===== src/rtl/fifo_write_arbiter.sv =====
// fifo_write_arbiter
// Shares the write port of an external FIFO between two producers using
// round-robin arbitration with bounded bursts, and gates the consumer's read
// port. Occupancy is tracked locally, so no write is issued into a full FIFO
// and no read is issued from an empty one. All strobes and write data toward
// the FIFO are registered; grants back to the producers/consumer are
// combinational and mean "accepted at this edge".
module fifo_write_arbiter #(
  parameter int DW    = 8,   // data width
  parameter int DEPTH = 16,  // FIFO depth in words, must match the attached FIFO
  parameter int CW    = 5,   // count width, 2**CW > DEPTH
  parameter int BURST = 4    // max words per grant window, >= 1
) (
  input  logic          clk,
  input  logic          rst,
  input  logic          req0,
  input  logic          req1,
  input  logic [DW-1:0] data0,
  input  logic [DW-1:0] data1,
  output logic          gnt0,
  output logic          gnt1,
  input  logic          rd_req,
  output logic          rd_gnt,
  output logic          fifo_wr_cs,
  output logic          fifo_rd_cs,
  output logic [DW-1:0] fifo_data,
  input  logic          fifo_overflow,
  output logic [CW-1:0] count,
  output logic          full,
  output logic          empty,
  output logic          err
);

  // Burst counter width; a single-word burst still needs a 1-bit counter.
  localparam int            BW      = (BURST > 1) ? $clog2(BURST) : 1;
  localparam logic [BW-1:0] BLAST   = BW'(BURST - 1);
  localparam logic [CW-1:0] DEPTH_C = CW'(DEPTH);

  typedef enum logic [1:0] {
    IDLE   = 2'd0,
    SERVE0 = 2'd1,
    SERVE1 = 2'd2
  } state_t;

  state_t        state, state_nxt;
  logic          last, last_nxt;   // source served most recently; 1 -> src0 wins a tie
  logic [BW-1:0] bcnt, bcnt_nxt;   // words accepted in the current burst
  logic          wr_acc;

  // Occupancy flags and grants; a grant already implies its request.
  assign full   = (count == DEPTH_C);
  assign empty  = (count == '0);
  assign gnt0   = (state == SERVE0) & req0 & ~full;
  assign gnt1   = (state == SERVE1) & req1 & ~full;
  assign rd_gnt = rd_req & ~empty;
  assign wr_acc = gnt0 | gnt1;

  // Next-state logic: round-robin selection from IDLE, burst bookkeeping in SERVEn.
  always_comb begin
    // NOTE: every output of this block gets a default first, so no path can
    // leave a variable unassigned and infer a latch.
    state_nxt = state;
    last_nxt  = last;
    bcnt_nxt  = bcnt;
    unique case (state)
      IDLE: begin
        if (req0 && req1) state_nxt = last ? SERVE0 : SERVE1;
        else if (req0)    state_nxt = SERVE0;
        else if (req1)    state_nxt = SERVE1;
      end
      SERVE0: begin
        if (!req0) begin
          // Source withdrew: hand over to the other one or fall back to IDLE.
          state_nxt = req1 ? SERVE1 : IDLE;
          bcnt_nxt  = '0;
          last_nxt  = 1'b0;
        end else if (gnt0) begin
          if (bcnt == BLAST) begin
            // Burst expired: yield if the other source waits, else restart.
            bcnt_nxt = '0;
            if (req1) begin
              state_nxt = SERVE1;
              last_nxt  = 1'b0;
            end
          end else begin
            bcnt_nxt = bcnt + BW'(1);
          end
        end
        // Requesting but full: hold state and burst count.
      end
      SERVE1: begin
        if (!req1) begin
          state_nxt = req0 ? SERVE0 : IDLE;
          bcnt_nxt  = '0;
          last_nxt  = 1'b1;
        end else if (gnt1) begin
          if (bcnt == BLAST) begin
            bcnt_nxt = '0;
            if (req0) begin
              state_nxt = SERVE0;
              last_nxt  = 1'b1;
            end
          end else begin
            bcnt_nxt = bcnt + BW'(1);
          end
        end
      end
      default: begin
        state_nxt = IDLE;
        bcnt_nxt  = '0;
      end
    endcase
  end

  // Arbiter state register.
  always_ff @(posedge clk) begin
    // NOTE: sequential state uses non-blocking assignments so every register
    // samples pre-edge values regardless of statement order.
    if (rst) begin
      state <= IDLE;
      last  <= 1'b1;
      bcnt  <= '0;
    end else begin
      state <= state_nxt;
      last  <= last_nxt;
      bcnt  <= bcnt_nxt;
    end
  end

  // FIFO strobes, write data, occupancy counter and sticky overflow flag.
  always_ff @(posedge clk) begin
    if (rst) begin
      fifo_wr_cs <= 1'b0;
      fifo_rd_cs <= 1'b0;
      fifo_data  <= '0;
      count      <= '0;
      err        <= 1'b0;
    end else begin
      fifo_wr_cs <= wr_acc;
      fifo_rd_cs <= rd_gnt;
      if (gnt0)      fifo_data <= data0;
      else if (gnt1) fifo_data <= data1;
      // Grants are already masked by full/empty, so count cannot wrap.
      unique case ({wr_acc, rd_gnt})
        2'b10:   count <= count + CW'(1);
        2'b01:   count <= count - CW'(1);
        default: count <= count;
      endcase
      if (fifo_overflow) err <= 1'b1;
    end
  end

endmodule


===== config.mk =====
export PLATFORM = sky130hd
export DESIGN_NAME = fifo_write_arbiter
export DESIGN_NICKNAME = d
export VERILOG_FILES = /design/src/rtl/fifo_write_arbiter.sv
export SDC_FILE = /design/constraint.sdc
export NUM_CORES = 1
export LEC_CHECK = 0
export ABC_AREA = 1
export CORE_MARGIN = 1
export CORE_UTILIZATION = 49
export DETAILED_ROUTE_END_ITERATION = 12
export GPL_ROUTABILITY_DRIVEN = 1
export PLACE_DENSITY = 0.85
export SYNTH_ARGS = -nofsm -noshare
export SYNTH_HDL_FRONTEND = slang
export SYNTH_SLANG_ARGS = --single-unit

===== constraint.sdc =====
create_clock -name clk -period 5.9 [get_ports clk]
set_input_delay 0.59 -clock clk [delete_from_list [all_inputs] [get_ports clk]]
set_output_delay 0.59 -clock clk [all_outputs]
set_load 0.01 [all_outputs]

=== Word-level counts from Yosys, hierarchy flattened ===
Cells that the tools add are included.

* Bits of input ports: 22
* Flip-flop bits (word level): 21
* Output and inout bits: 21
* Word-level logic and storage cells: 73

* Multiplexer cells: 32
* Reduce and logical (&&, ||, !) cells: 9
* Bitwise operators: 9
* Add/sub/neg operators: 3
* Equality and inequality tests: 12

{| class="wikitable"
|+ Operators by type and width
! cell !! number
|-
| $mux 2 || 17
|-
| $mux 8 || 2
|-
| $ne 3x3->1 const B || 4
|-
| $pmux 2 s3 || 2
|-
| $pmux 5 s2 || 1
|-
| $mux 1 || 9
|-
| $reduce_and 7->1 || 1
|-
| $eq 2x2->1 const B || 3
|-
| $ne 3x2->1 const B || 2
|-
| $reduce_bool 2->1 || 3
|-
| $add 5x1->5 const B || 1
|-
| $and 1x1->1 || 5
|-
| $eq 5x5->1 const B || 1
|-
| $logic_not 5->1 || 1
|-
| $reduce_and 5->1 || 1
|-
| $sub 5x1->5 const B || 1
|-
| $eq 2x1->1 const B || 2
|-
| $not 1->1 || 3
|-
| $reduce_and 3->1 || 1
|-
| $add 2x1->2 const B || 1
|-
| $logic_not 2->1 || 1
|-
| $pmux 1 s2 || 1
|-
| $logic_and 1x1->1 || 1
|-
| $or 1x1->1 || 1
|}

=== Logic depth before layout (Yosys ltp) ===
* Depth after elaboration: 6
* Depth in mapped cells: 14
* Gate-level depth less buffers: 13

=== Worst setup path after synthesis ===
Ideal clock, no wire load.

* Kind: register -> register
* Start point: register state[1]
* End point: register count[3]
* Setup time: 0.109 ns
* Cell stages (with the launch flop): 15
* Data required time: 5.791 ns
* Path buffers: 1
* Data arrival time: 2.131 ns
* Period minus slack after synthesis: 2.240 ns
* Slack: 3.660 ns
* Path through: dfxtp_1 -> inv_1 -> ha_1 -> nand2_2 -> nand2_4 -> nand2_1 -> buf_6 -> ha_1 -> ha_1 -> a21oi_1 -> a21oi_1 -> nor2_1 -> nand2_1 -> nand2_1 -> inv_1

* Cells in the longest elaborated chain, start to end: 6
* Elaborated cells on any way between the ends: 11
* Those cells by class: eq/ne: 4; mux: 1; bitwise: 5; reduce/logical: 1

{| class="wikitable"
|+ Ends and longest elaborated chain
! item !! line !! source
|-
| start: declaration || 45 || <nowiki>state_t state, state_nxt;</nowiki>
|-
| start signal: assignment || 124 || <nowiki>state <= state_nxt;</nowiki>
|-
| $eq 2x1->1 or $eq 2x2->1 (tied branches) || 53, 54 ||
|-
| $and 1x1->1 (on tied branches) (2 in a row) || 53, 54 ||
|-
| $or 1x1->1 (*) || 56 || <nowiki>assign wr_acc = gnt0 | gnt1;</nowiki>
|-
| $eq 2x1->1 or $eq 2x2->1 (tied branches) || 144 || <nowiki>unique case ({wr_acc, rd_gnt})</nowiki>
|-
| $pmux 5 s2 or $reduce_bool 2->1 (tied branches) || n/a ||
|-
| end signal: assignment || 145 || <nowiki>2'b10: count <= count + CW'(1);</nowiki>
|-
| end signal: assignment || 146 || <nowiki>2'b01: count <= count - CW'(1);</nowiki>
|-
| end signal: assignment || 147 || <nowiki>default: count <= count;</nowiki>
|-
| end: declaration || 28 || <nowiki>output logic [CW-1:0] count,</nowiki>
|}

Every way passes the cells marked *; elsewhere a longest branch is shown, timed or not.
A chain may end at the register's enable or synchronous reset.

=== Final worst setup path ===
* Start point: input port req0
* End point: output port gnt0

* Cells in the longest elaborated chain, start to end: 2

{| class="wikitable"
|+ Ends and longest elaborated chain
! item !! line !! source
|-
| start: declaration || 16 || <nowiki>input logic req0,</nowiki>
|-
| $and 1x1->1 (2 in a row) || 53 || <nowiki>assign gnt0 = (state == SERVE0) & req0 & ~full;</nowiki>
|-
| end: declaration || 20 || <nowiki>output logic gnt0,</nowiki>
|}

Every way passes these cells.

==> flow_summary.json <==
{
  "status": "completed",
  "cts_tree": "yes",
  "diodes": 0,
  "synth_nets": 227,
  "crit_type": "input port to output port",
  "grt_start_max_net_pins": 17,
  "tightest_slew_ns": 0.638,
  "path_max_fanout": 7,
  "synth_area_leaders": "dfxtp_1 (32%), nand2_1 (14%), nand3_1 (12%)",
  "synth.avg_cell_area_um2": 6.69,
  "fin_crit_ns": 2.81,
  "hold_slack_ns": 0.475,
  "p_total_w": 0.000660,
  "hold_violations": 0,
  "start_kind": "input port",
  "r2r_slack_ns": 3.20,
  "post_cts_resized": 0,
  "synthDistinctLibCells": 20,
  "dp_hpwl_mm": 2.33,
  "num_rows": 18,
  "cts_buffers": 3,
  "power_density_nw_per_um2": 375,
  "root_buffer": "clkbuf_4",
  "leakage_nw": 0.891,
  "cts_sinks": 21,
  "yosysWarnings": 0,
  "drtAntennaViolNets": 0,
  "synth_ff_type": "dfxtp_1",
  "cts_htree_levels": 1,
  "synth_area_um2": 1310,
  "vias": 1296,
  "finalSetupViolCount": 0,
  "synth_edf_count": 0,
  "syn_inst": 195,
  "fin_skew_ns": 0.00785,
  "grt_pass1_wl_mm": 4.74,
  "via_per_inst": 4.85,
  "drt_iter0_drc": 9,
  "max_clock_freq_ghz": 0.356,
  "ir_drop_mv": 0.301,
  "yosysTopAreaCellShare_pct": 32.2,
  "crit_arrival_ns": 2.22,
  "wl_per_cell_um": 11.0,
  "crit_start": "req0",
  "die_h_um": 53.6,
  "grt_pass1_vias": 1135,
  "grt_usage_pct": 22.6,
  "start_util_pct": 52.2,
  "required_ns": 5.31,
  "worstHoldPathType": "flop to flop",
  "endpoint": "gnt0",
  "r2r_cells": 12,
  "drc": 0,
  "design.die.area_um2": 2870,
  "cts_max_path_buffers": 2,
  "synth_seq_cells": 21,
  "drive_above_1_share_pct": 5.91,
  "die_w_um": 53.6,
  "slew_violations": 0,
  "synthArstFlopShare_pct": 0,
  "clk_pin_slew_ns": 0.12,
  "setup_tns_ns": 0,
  "insertion_delay_ns": 0.30,
  "drtPass1Iterations": 4,
  "synth_most_common_cell": "nand2_1",
  "syn2layout_area_growth_pct": 34.9,
  "yosys.area.top_type": "dfxtp_1",
  "slew_headroom_pct": 57.3,
  "globalplace.congestion": 0.895,
  "cts_hold_buffers": 0,
  "grt_overflow": 0,
  "port_buffers": 42,
  "cts_setup_buffers": 0,
  "rsz0062_at_grt": "no",
  "cap_violations": 0,
  "synth-seq-area-share_pct": 32.2,
  "ioPinCount": 43,
  "critPathCaptureType": "output port",
  "worst_r2r_endpoint": "count[4]",
  "drt-total-wl_mm": 2.95,
  "netlist_top_cells_count": "nand2_1 (49), inv_1 (32), nand3_1 (30)",
  "reg2reg_from": "state[1]",
  "period_share_pct": 47.6,
  "antenna_found_initial": 0,
  "final_net_count": 270,
  "coreArea_um2": 2500
}
-- critical path, stage by stage --
cell             delay [ns]
clkdlybuf4s50_1        0.55
nand2_2                0.14
inv_2                  0.15
nand2_2                0.11
inv_1                  0.14
clkdlybuf4s50_1        0.54
-- cell type report --
cell class / instances / area [um^2]
repair buffers: 42 / 420
inverters: 34 / 130
flip-flops and latches: 21 / 420
multi-input cells: 136 / 724
clock inverters: 1 / 5.00
fillers: 228 / 739
clock buffers: 3 / 22.5
well taps: 30 / 37.5
-- cells in the final DEF, fill, tap and decap left out, drive strengths merged --
cell,instances
dfxtp,21
clkbuf,3
nor2,17
o21ai,4
clkinv,1
nand2,54
xnor2,1
nand3,31
fa,1
inv,34
nand4,3
a21oi,14
ha,9
xor2,2
clkdlybuf4s50,42
-- kinds of logic after synthesis --
kind of cell	share of synthesized area (%)
DFF	32.2
and+or+nand+nor	35.9
buffers and inverters	12.3
AOI/OAI and AO/OA	7.48
adders and majority gates	10.2
xor gates and xnor gates	2.01
-- worst min path at each step --
stage	startpoint	to	slack, ns	depth (start not counted)
2_1_floorplan	last	last	0.44	2
3_3_place_gp	err	err	0.45	2
3_5_place_dp	fifo_data[2]	fifo_data[2]	0.46	2
4_1_cts	fifo_data[2]	fifo_data[2]	0.47	2
5_1_grt	fifo_data[2]	fifo_data[2]	0.49	2
6_report	fifo_data[2]	fifo_data[2]	0.48	2
-- per-stage QoR --
| stage | worst slack, ns | instance area (um^2) | util [%] | cells |
|---|---|---|---|---|
| after global routing | 2.97 | 1760 | 70.4 | 267 |
| after CTS | 3.07 | 1760 | 70.4 | 267 |
| after global placement | 2.94 | 1730 | 69.3 | 263 |
| after floorplan | 3.66 | 1310 | - | 195 |
| final | 3.09 | 1760 | 70.4 | 267 |
| after detailed placement | 2.88 | 1730 | 69.3 | 263 |
-- per-layer routing --
metal | global-route usage, % | wire (um) | part of all wire [%] | vias up
met1 | 27.5 | 1340 | 46 | 546
met4 | 7.02 | 39 | 1.3 | 0
met3 | 5.93 | 195 | 6.6 | 6
met2 | 38.5 | 1370 | 46 | 45
li1 | - | - | - | 699
met5 | 0 | 0 | 0 | -
-- flip-flops by register name (all words and copies together), names as in the netlist --
name / cells
bcnt: 2
count: 5
err: 1
fifo_data: 8
fifo_rd_cs: 1
fifo_wr_cs: 1
last: 1
state: 2
-- power by group --
part	leakage, nW	internal (W)	switching [W]
logic	0.701	0.000174	0.000206
clock network	0.0177	0.0000253	0.0000431
registers	0.172	0.000176	0.0000351
Note: power is estimated with default switching activity, not from simulation.
